**src/rtl/hazard_stall_ctrl.sv**
```systemverilog
// hazard_stall_ctrl: stall/bubble controller for the 5-stage MIPS pipeline.
// Compares D-stage Tuse against E/M Tnew, tracks HI/LO busy, counts stalls.
//
// Ports:
//   clk, reset          clock (rising edge), async active-low reset
//   d_rs/d_rt           D-stage source register numbers
//   d_use_rs/d_use_rt   D instruction reads rs / rt
//   d_tuse_rs/_rt       cycles until the operand is consumed (0..2)
//   d_md_op             D instruction touches the MD unit or HI/LO
//   e_wa, e_tnew        E-stage destination and cycles until ready
//   m_wa, m_tnew        M-stage destination and cycles until ready
//   e_md_start          E instruction starts a mult/div
//   e_md_is_div         that start is a divide
//   stall_fd            hold PC and IF/ID
//   flush_de            bubble into E through the ID/EX pause input
//   md_busy             MD unit still computing
//   stall_cnt           saturating count of stall cycles since reset

module hazard_stall_ctrl #(
    parameter int MULT_CYCLES = 5,
    parameter int DIV_CYCLES  = 10,
    parameter int CNT_W       = 4,
    parameter int PERF_W      = 32
) (
    input  logic              clk,
    input  logic              reset,
    input  logic [4:0]        d_rs,
    input  logic [4:0]        d_rt,
    input  logic              d_use_rs,
    input  logic              d_use_rt,
    input  logic [1:0]        d_tuse_rs,
    input  logic [1:0]        d_tuse_rt,
    input  logic              d_md_op,
    input  logic [4:0]        e_wa,
    input  logic [1:0]        e_tnew,
    input  logic [4:0]        m_wa,
    input  logic [1:0]        m_tnew,
    input  logic              e_md_start,
    input  logic              e_md_is_div,
    output logic              stall_fd,
    output logic              flush_de,
    output logic              md_busy,
    output logic [PERF_W-1:0] stall_cnt
);

    logic [CNT_W-1:0] md_cnt;
    logic             rs_e;
    logic             rs_m;
    logic             rt_e;
    logic             rt_m;
    logic             md_stall;
    logic             stall;

    // A producer only matters if its value is still not ready
    // by the time the consumer needs it (Tuse < Tnew).
    always_comb begin
        rs_e = d_use_rs && (d_rs != 5'd0) && (d_rs == e_wa)
               && (d_tuse_rs < e_tnew);
        rs_m = d_use_rs && (d_rs != 5'd0) && (d_rs == m_wa)
               && (d_tuse_rs < m_tnew);
        rt_e = d_use_rt && (d_rt != 5'd0) && (d_rt == e_wa)
               && (d_tuse_rt < e_tnew);
        rt_m = d_use_rt && (d_rt != 5'd0) && (d_rt == m_wa)
               && (d_tuse_rt < m_tnew);
    end

    assign md_busy  = (md_cnt != '0);
    assign md_stall = d_md_op && (e_md_start || md_busy);

    // Gated by reset so the pipeline sees no stall while held in reset.
    assign stall    = reset && (rs_e || rs_m || rt_e || rt_m || md_stall);
    assign stall_fd = stall;
    assign flush_de = stall;

    // A start in E is real even while D is stalled, so it always loads;
    // a start while busy simply restarts the countdown.
    always_ff @(posedge clk or negedge reset) begin
        if (!reset) begin
            md_cnt <= '0;
        end else if (e_md_start) begin
            md_cnt <= e_md_is_div ? CNT_W'(DIV_CYCLES)
                                  : CNT_W'(MULT_CYCLES);
        end else if (md_cnt != '0) begin
            md_cnt <= md_cnt - CNT_W'(1);
        end
    end

    always_ff @(posedge clk or negedge reset) begin
        if (!reset) begin
            stall_cnt <= '0;
        end else if (stall && (stall_cnt != '1)) begin
            stall_cnt <= stall_cnt + PERF_W'(1);
        end
    end

endmodule

```
**config.mk**
```make
export PLATFORM = sky130hd
export DESIGN_NAME = hazard_stall_ctrl
export DESIGN_NICKNAME = d
export VERILOG_FILES = /design/src/rtl/hazard_stall_ctrl.sv
export SDC_FILE = /design/constraint.sdc
export NUM_CORES = 1
export LEC_CHECK = 0
export BUFFER_PORTS_ARGS = -buffer_cell sky130_fd_sc_hd__clkbuf_2
export CORE_ASPECT_RATIO = 0.9
export CORE_MARGIN = 1.5
export CORE_UTILIZATION = 57
export CTS_BUF_LIST = sky130_fd_sc_hd__clkbuf_4 sky130_fd_sc_hd__clkbuf_8
export DETAILED_ROUTE_END_ITERATION = 10
export PLACE_DENSITY = 0.88
export SYNTH_ARGS = -nofsm -noshare
export SYNTH_HDL_FRONTEND = slang
export SYNTH_SLANG_ARGS = --single-unit
export TNS_END_PERCENT = 10
```
**constraint.sdc**
```tcl
create_clock -name clk -period 3.6 [get_ports clk]
set_input_delay 0.18 -clock clk [delete_from_list [all_inputs] [get_ports clk]]
set_output_delay 0.18 -clock clk [all_outputs]
set_load 0.03 [all_outputs]
```
---- Word level (Yosys, flattened, before mapping) ----
Cells that the tools add are included.
word-level totals
  logic and storage cells ................. 38
  register bits ........................... 36
  input bits .............................. 35
  output and inout port bits .............. 35
operators by class
  multiplexer cells ....................... 3
  $lt $le $gt $ge ......................... 4
  add/subtract/negate cells ............... 2
  reductions and logical operators ........ 22
  eq/ne operators ......................... 5
operators with widths
  operator                 number
  $add A32 B1 Y32 const B  1
  $ne A32 B32 Y1 const B   1
  $eq A5 B5 Y1             4
  $logic_and A1 B1 Y1      13
  $mux W4                  3
  $reduce_bool A5 Y1       2
  $lt A2 B2 Y1             4
  $logic_or A1 B1 Y1       5
  $reduce_bool A4 Y1       1
  $sub A4 B1 Y4 const B    1
  $reduce_bool A2 Y1       1

---- Logic depth before layout (Yosys ltp) ----
Gate-level depths: netlist of the first run.
  depth after elaboration ................. 10
  mapped depth ............................ 10
  mapped depth without buffers ............ 8

---- Least setup slack after synthesis of the first run ----
No wires, ideal clock.
  path type ............................... reg-to-reg
  start point ............................. reg stall_cnt[0]
  end point ............................... reg stall_cnt[1]
  data required time ...................... 3.475 ns
  stages on the path, launching flop included .. 8
  arrival time ............................ 2.197 ns
  path buffers ............................ 1
  clock period less this slack ............ 2.322 ns
  setup slack ............................. 1.278 ns
  library setup time ...................... 0.125 ns
  cell sequence ........................... dfrtp_1 -> ha_1 -> nand3_1 -> nor4_4 -> nand4_1 -> o22ai_2 -> buf_2 -> mux2_2
on the way
  word-level cells in the longest chain between the ends .. 2
  elaborated cells on any way between the ends .. 3
  classes of those cells .................. 1 x add/sub; 1 x eq/ne; 1 x reduce/logical
RTL lines
  element                                                                  RTL line  RTL
  start, declared                                                          43        output logic [PERF_W-1:0] stall_cnt
  start signal, assigned                                                   92        stall_cnt <= stall_cnt + PERF_W'(1);
  parallel branches: the longest is 2 deep, another holds $add A32 B1 Y32  n/a
Parallel ways; which one is timed is not known.
A chain may end at the register's enable or synchronous reset.

---- Worst setup path in the final report of the first run ----
  start point ............................. reg stall_cnt[0]
  end point ............................... reg stall_cnt[21]
Same word-level chain as after synthesis.

==> metrics.cfg, run 1 <==
[final_layout]
antenna_cells = 0
final_nets = 339
syn2layout_area_growth_pct = 20.9
drive_above_1_share = 0.313
final_common_cell = clkbuf_2
final_cell_mix = clkbuf_2 (69), xor2_1 (38), dfrtp_1 (36)
fin_cells = 343

[timing]
fin_crit_sh = 0.788
drv_slew = 0
rsz0062_at_grt = false
fin_crit_ns = 2.84
worst_pin_slew_ns = 0.716
finalSetupViolations = 0
whs_ns = 0.195
skew_ns = 0.00625
fmax_mhz = 353
slew_headroom = 0.522
setup_tns_ns = 0
finalHoldViolCount = 0

[die]
dieArea_mm2 = 0.00428
die_w_um = 68.8
core_mm2 = 0.00373
boundaryPins = 70
initial_utilization = 0.595
rows = 21
die_y_um = 62.2

[power_and_ir_drop]
power.density_mw_per_mm2 = 404
fin_total_pwr_mw = 1.09
leakage_nw = 1.37
vdd_ir_drop_max_v = 0.000263

[grt]
grt_overflow = 0
grt_pass1_wl_um = 8850
grt_max_degree = 23
antenna_found_initial = 0
grt_use_total = 0.271
grt_pass1_vias = 1868

[worst_setup_path]
required_ns = 3.76
critical_path_class = register to register
r2r_slack_ns = 0.76
arrival_ns = 3.00
crit_path_top_delay_cell = o22ai_2
cp.buffers_inverters = 1
max_stage_delay_ns = 0.57
critPathMaxFanout = 15
end_kind = register
critPathTopFamily = simple AND/OR/NAND/NOR gates
startpoint_type = register
crit_chain = ha_1, nand3_1, nor4_4, nand4_1, o22ai_2, buf_4, nor3_1, xor2_1

[logic_synthesis]
synth_cells = 224
ys.warnings.count = 0
async_reset_ff_frac = 1.00
synthAdderAreaFrac = 0.0394
synth_mux_area_frac = 0.0203
synth_top_family_by_area = simple AND/OR/NAND/NOR gates
synth_cell_types = 37
syn_area_mm2 = 0.00222
synth-edff-count = 0
yosys.area_share.simple = 0.243
synth_seq_cells = 36
synth_compound_area_frac = 0.0575
postSynth.topFlopCell = dfrtp_1
yosysSeqAreaShare = 0.406
synth_xor_area_frac = 0.197
synth.net_count = 266
synth.avg_cell_area_um2 = 9.91

[placed_design]
place_congestion = 0.938
portBuffers = 69
hpwlAfterDp_um = 4110
dp_cells = 335

[detailed_routing]
vias_per_cell = 5.62
wirelength_um = 5340
drc = 0
first_pass_iters = 4
vias = 1927
wl_per_cell_um = 15.6
antenna_left = 0
drtIter0Drc = 85

[clock_tree]
worst_skew_pair.late_latency_ns = 0.29
cts_setup_buffers = 0
clkSinkCount = 36
clockRootBuffer = clkbuf_8
h-tree-depth = 2
cts_tree = yes
cts_made_buffers = 5
clk_path_buf_depth = 2
ctsHoldBuffers = 1
clk_pin_slew_ns = 0.07
post_cts_resized = 0

[run_status]
status = completed

[run]
drv_cap = 0

[hold_path]
hold_path_class = input pin to register

## final cells by class
class | count | area, um^2
inverters | 10 | 37.5
flip-flops and latches | 36 | 901
clock inverters | 1 | 5.00
fillers | 286 | 1050
clock buffers | 6 | 76.3
multi-input cells | 172 | 1240
well taps | 46 | 57.6
repair buffers | 72 | 370
## cell families (layout without fill, tap and decap cells)
kind of cell | count (synthesis) | count (layout)
buffers and inverters | 16 | 89
AO/OA/AOI/OAI | 17 | 17
XOR/XNOR | 50 | 50
adder cells (fa/ha/maj) | 7 | 7
AND/OR/NAND/NOR | 94 | 94
multiplexers | 4 | 4
flip-flops | 36 | 36
## flip-flops by register name (all words and copies together) (netlist names)
| signal | cells |
|---|---|
| md_cnt | 4 |
| stall_cnt | 32 |
## Yosys cell counts (all sizes together) (2+ instances only)
| cell | number | share of area |
|---|---|---|
| xor2 | 38 | 0.15 |
| dfrtp | 36 | 0.41 |
| nand2 | 17 | 0.029 |
| nor2 | 17 | 0.029 |
| nor3 | 17 | 0.041 |
| nand4 | 12 | 0.037 |
| xnor2 | 12 | 0.047 |
| inv | 10 | 0.017 |
| nand3 | 10 | 0.025 |
| nor4 | 8 | 0.041 |
| ha | 7 | 0.039 |
| buf | 6 | 0.020 |
| nand2b | 6 | 0.017 |
| mux2 | 4 | 0.020 |
| o211ai | 3 | 0.010 |
| o21ai | 3 | 0.0068 |
| a2111oi | 2 | 0.0085 |
| a211oi | 2 | 0.0068 |
| a21oi | 2 | 0.0062 |
| o21a | 2 | 0.0068 |
| or3 | 2 | 0.0056 |
| or4 | 2 | 0.0068 |
## worst register-to-register path, cell delays in order, from the launching register on
cell and delay [ns]:
dfrtp_1 0.44, ha_1 0.22, nand3_1 0.26, nor4_4 0.42
nand4_1 0.21, o22ai_2 0.57, buf_4 0.34, nor3_1 0.09
xor2_1 0.16
## worst paths after layout
path / startpoint / end / depth (start not counted)
worst max-delay path: stall_cnt[0]$_DFFE_PN0P_ / stall_cnt[21]$_DFFE_PN0P_ / 8
worst min register to register: stall_cnt[17]$_DFFE_PN0P_ / stall_cnt[17]$_DFFE_PN0P_ / 1
worst max register to register: stall_cnt[0]$_DFFE_PN0P_ / stall_cnt[21]$_DFFE_PN0P_ / 8
max in group asynchronous: reset / stall_cnt[25]$_DFFE_PN0P_ / 3
min in group asynchronous: reset / stall_cnt[29]$_DFFE_PN0P_ / 2
worst min-delay path: e_md_start / md_cnt[2]$_DFFE_PN0N_ / 2
## per-stage QoR
step	util	area (um^2)	setup WS, ns
3_3_place_gp	0.695	2590	0.976
3_5_place_dp	0.695	2590	0.785
4_1_cts	0.720	2690	0.761
5_1_grt	0.720	2690	0.584
2_1_floorplan	-	2220	1.28
6_report	0.720	2690	0.764
## power breakdown
part / switching, mW / internal (mW) / leakage (nW)
registers: 0.0597 / 0.448 / 0.465
logic: 0.193 / 0.107 / 0.862
clock network: 0.138 / 0.139 / 0.0445
## metal layers
metal,share of wire,global-route usage
met2,0.48,0.425
met1,0.46,0.383
met3,0.046,0.0489
met4,0.012,0.0760
met5,0,0
(Power assumes the default switching activity.)
==> inputs of run 2 (changes only) <==
--- a/config.mk
+++ b/config.mk
@@ -8,10 +8,10 @@
 export BUFFER_PORTS_ARGS = -buffer_cell sky130_fd_sc_hd__clkbuf_2
 export CORE_ASPECT_RATIO = 0.9
 export CORE_MARGIN = 1.5
-export CORE_UTILIZATION = 57
+export CORE_UTILIZATION = 48
 export CTS_BUF_LIST = sky130_fd_sc_hd__clkbuf_4 sky130_fd_sc_hd__clkbuf_8
 export DETAILED_ROUTE_END_ITERATION = 10
-export PLACE_DENSITY = 0.88
+export PLACE_DENSITY = 0.79
 export SYNTH_ARGS = -nofsm -noshare
 export SYNTH_HDL_FRONTEND = slang
 export SYNTH_SLANG_ARGS = --single-unit
==> constraint.sdc (replaced) <==
create_clock -name clk -period 2.6 [get_ports clk]
set_input_delay 0.13 -clock clk [delete_from_list [all_inputs] [get_ports clk]]
set_output_delay 0.13 -clock clk [all_outputs]
set_load 0.03 [all_outputs]
==> metrics.cfg, run 2 (synthesis gave the netlist of run 1 again) <==
[run_status]
status = completed

[placed_design]
portBuffers = 69
hpwlAfterDp_um = 3920
place_congestion = 0.957

[clock_tree]
clkSinkCount = 36
clk_path_buf_depth = 2
h-tree-depth = 2
clk_pin_slew_ns = 0.07
worst_skew_pair.late_latency_ns = 0.29
clockRootBuffer = clkbuf_8
cts_setup_buffers = 0
cts_tree = yes
cts_made_buffers = 5

[timing]
setup_tns_ns = 0
fin_crit_ns = 2.29
finalHoldViolCount = 0
slew_headroom = 0.705
rsz0062_at_grt = false
finalSetupViolations = 0
skew_ns = 0.00299
drv_slew = 0
fin_crit_sh = 0.881
whs_ns = 0.120
fmax_mhz = 437
worst_pin_slew_ns = 0.442

[detailed_routing]
antenna_left = 0
drc = 0
vias_per_cell = 5.32
wirelength_um = 5030
first_pass_iters = 4
drtIter0Drc = 80
wl_per_cell_um = 13.9
vias = 1930

[grt]
grt_max_degree = 37
grt_use_total = 0.215
grt_pass1_vias = 1796
grt_pass1_wl_um = 8140
antenna_found_initial = 0
grt_overflow = 0

[final_layout]
antenna_cells = 0
final_cell_mix = clkbuf_2 (69), xor2_1 (38), dfrtp_1 (36)
fillers = 384
final_nets = 342
largest_reg_flops = 32
reg_top3 = stall_cnt x32, md_cnt x4
drive_above_1_share = 0.322
syn2layout_area_growth_pct = 23.9
final_common_cell = clkbuf_2
top_register = stall_cnt

[worst_setup_path]
r2r_end = stall_cnt[1]$_DFFE_PN0P_
crit_chain = and3_1, nand3_2, nor3_2, nand4_1, o22ai_2, buf_12, mux2_2
r2r_slack_ns = 0.31
end_kind = register
required_ns = 2.78
crit_path_top_delay_cell = dfrtp_1
r2r_start = stall_cnt[15]$_DFFE_PN0P_
startpoint_type = register
critical_path_class = register to register
rr_worst_depth = 7
arrival_ns = 2.47
critPathMaxFanout = 29
max_stage_delay_ns = 0.43

[hold_path]
min_from = e_md_start
hold_depth = 2
hold_path_class = input pin to register
min_to = md_cnt[0]$_DFFE_PN0N_

[die]
die_y_um = 67.5
core_mm2 = 0.00446
initial_utilization = 0.498
rows = 23
boundaryPins = 70
dieArea_mm2 = 0.00504
die_w_um = 74.7

[power_and_ir_drop]
leakage_nw = 1.40
vdd_ir_drop_max_v = 0.000284
power.density_mw_per_mm2 = 557

[run]
drv_cap = 0

run 2: cell types whose count changed in the layout (fill, tap and decap cells not counted):
cell and change:
buf_12 +1, buf_4 +2, clkbuf_4 -1, clkbuf_8 +1, clkinv_2 +1
run 2: area by class of cell:
type	instances	area (um^2)	share of cell area
Timing Repair Buffer	75	405	0.147
Clock inverter	2	10.0	0.00364
Multi-Input combinational cell	172	1240	0.450
Clock buffer	6	82.6	0.0300
Tap cell	62	77.6	0.0282
Inverter	10	37.5	0.0136
Sequential cell	36	901	0.327
run 2: timing repair:
item / 4_1_cts / 5_1_grt
hold buffers: 1 / 0
gates resized for setup: 0 / 0
hold endpoints to repair: 36 / 0
run 2: critical path, delay by kind of cell, from the launching register on:
kind                   cells  cell delay (ns)
buffers and inverters      1             0.21
DFF                        1             0.43
muxes                      1             0.34
and+or+nand+nor            4             1.00
AOI/OAI and AO/OA          1             0.18
run 2: report_power, final:
| group | internal, mW | leakage, nW | switching [mW] |
|---|---|---|---|
| registers | 0.621 | 0.465 | 0.0818 |
| logic | 0.160 | 0.881 | 0.266 |
| clock network | 0.211 | 0.0510 | 0.194 |
| total | 0.991 | 1.40 | 0.542 |
run 2: worst max path at each step:
stage / startpoint / to / cells after the start
CTS: stall_cnt[5]$_DFFE_PN0P_ / stall_cnt[31]$_DFFE_PN0P_ / 6
global route: stall_cnt[15]$_DFFE_PN0P_ / stall_cnt[1]$_DFFE_PN0P_ / 7
detailed placement: stall_cnt[5]$_DFFE_PN0P_ / stall_cnt[31]$_DFFE_PN0P_ / 6
global placement: stall_cnt[15]$_DFFE_PN0P_ / stall_cnt[1]$_DFFE_PN0P_ / 7
floorplan: stall_cnt[0]$_DFFE_PN0P_ / stall_cnt[1]$_DFFE_PN0P_ / 7
finish: stall_cnt[15]$_DFFE_PN0P_ / stall_cnt[1]$_DFFE_PN0P_ / 7
run 2: metrics by stage:
step / cell area, um^2 / cells / util / setup WS [ns] / power, mW
4_1_cts: 2750 / 363 / 0.617 / 0.286 / 1.55
2_1_floorplan: 2220 / 224 / - / 0.278 / 0.979
3_5_place_dp: 2650 / 354 / 0.594 / 0.306 / 1.14
6_report: 2750 / 363 / 0.617 / 0.310 / 1.53
3_3_place_gp: 2650 / 354 / 0.594 / 0.386 / 1.13
5_1_grt: 2750 / 363 / 0.617 / 0.169 / 1.62
run 2: routing by layer:
| metal | GRT usage | up-vias | routed length [um] |
|---|---|---|---|
| li1 | - | 930 | - |
| met1 | 0.286 | 921 | 2380 |
| met2 | 0.340 | 73 | 2280 |
| met3 | 0.0627 | 6 | 327 |
| met4 | 0.0659 | 0 | 42 |
| met5 | 0 | - | 0 |
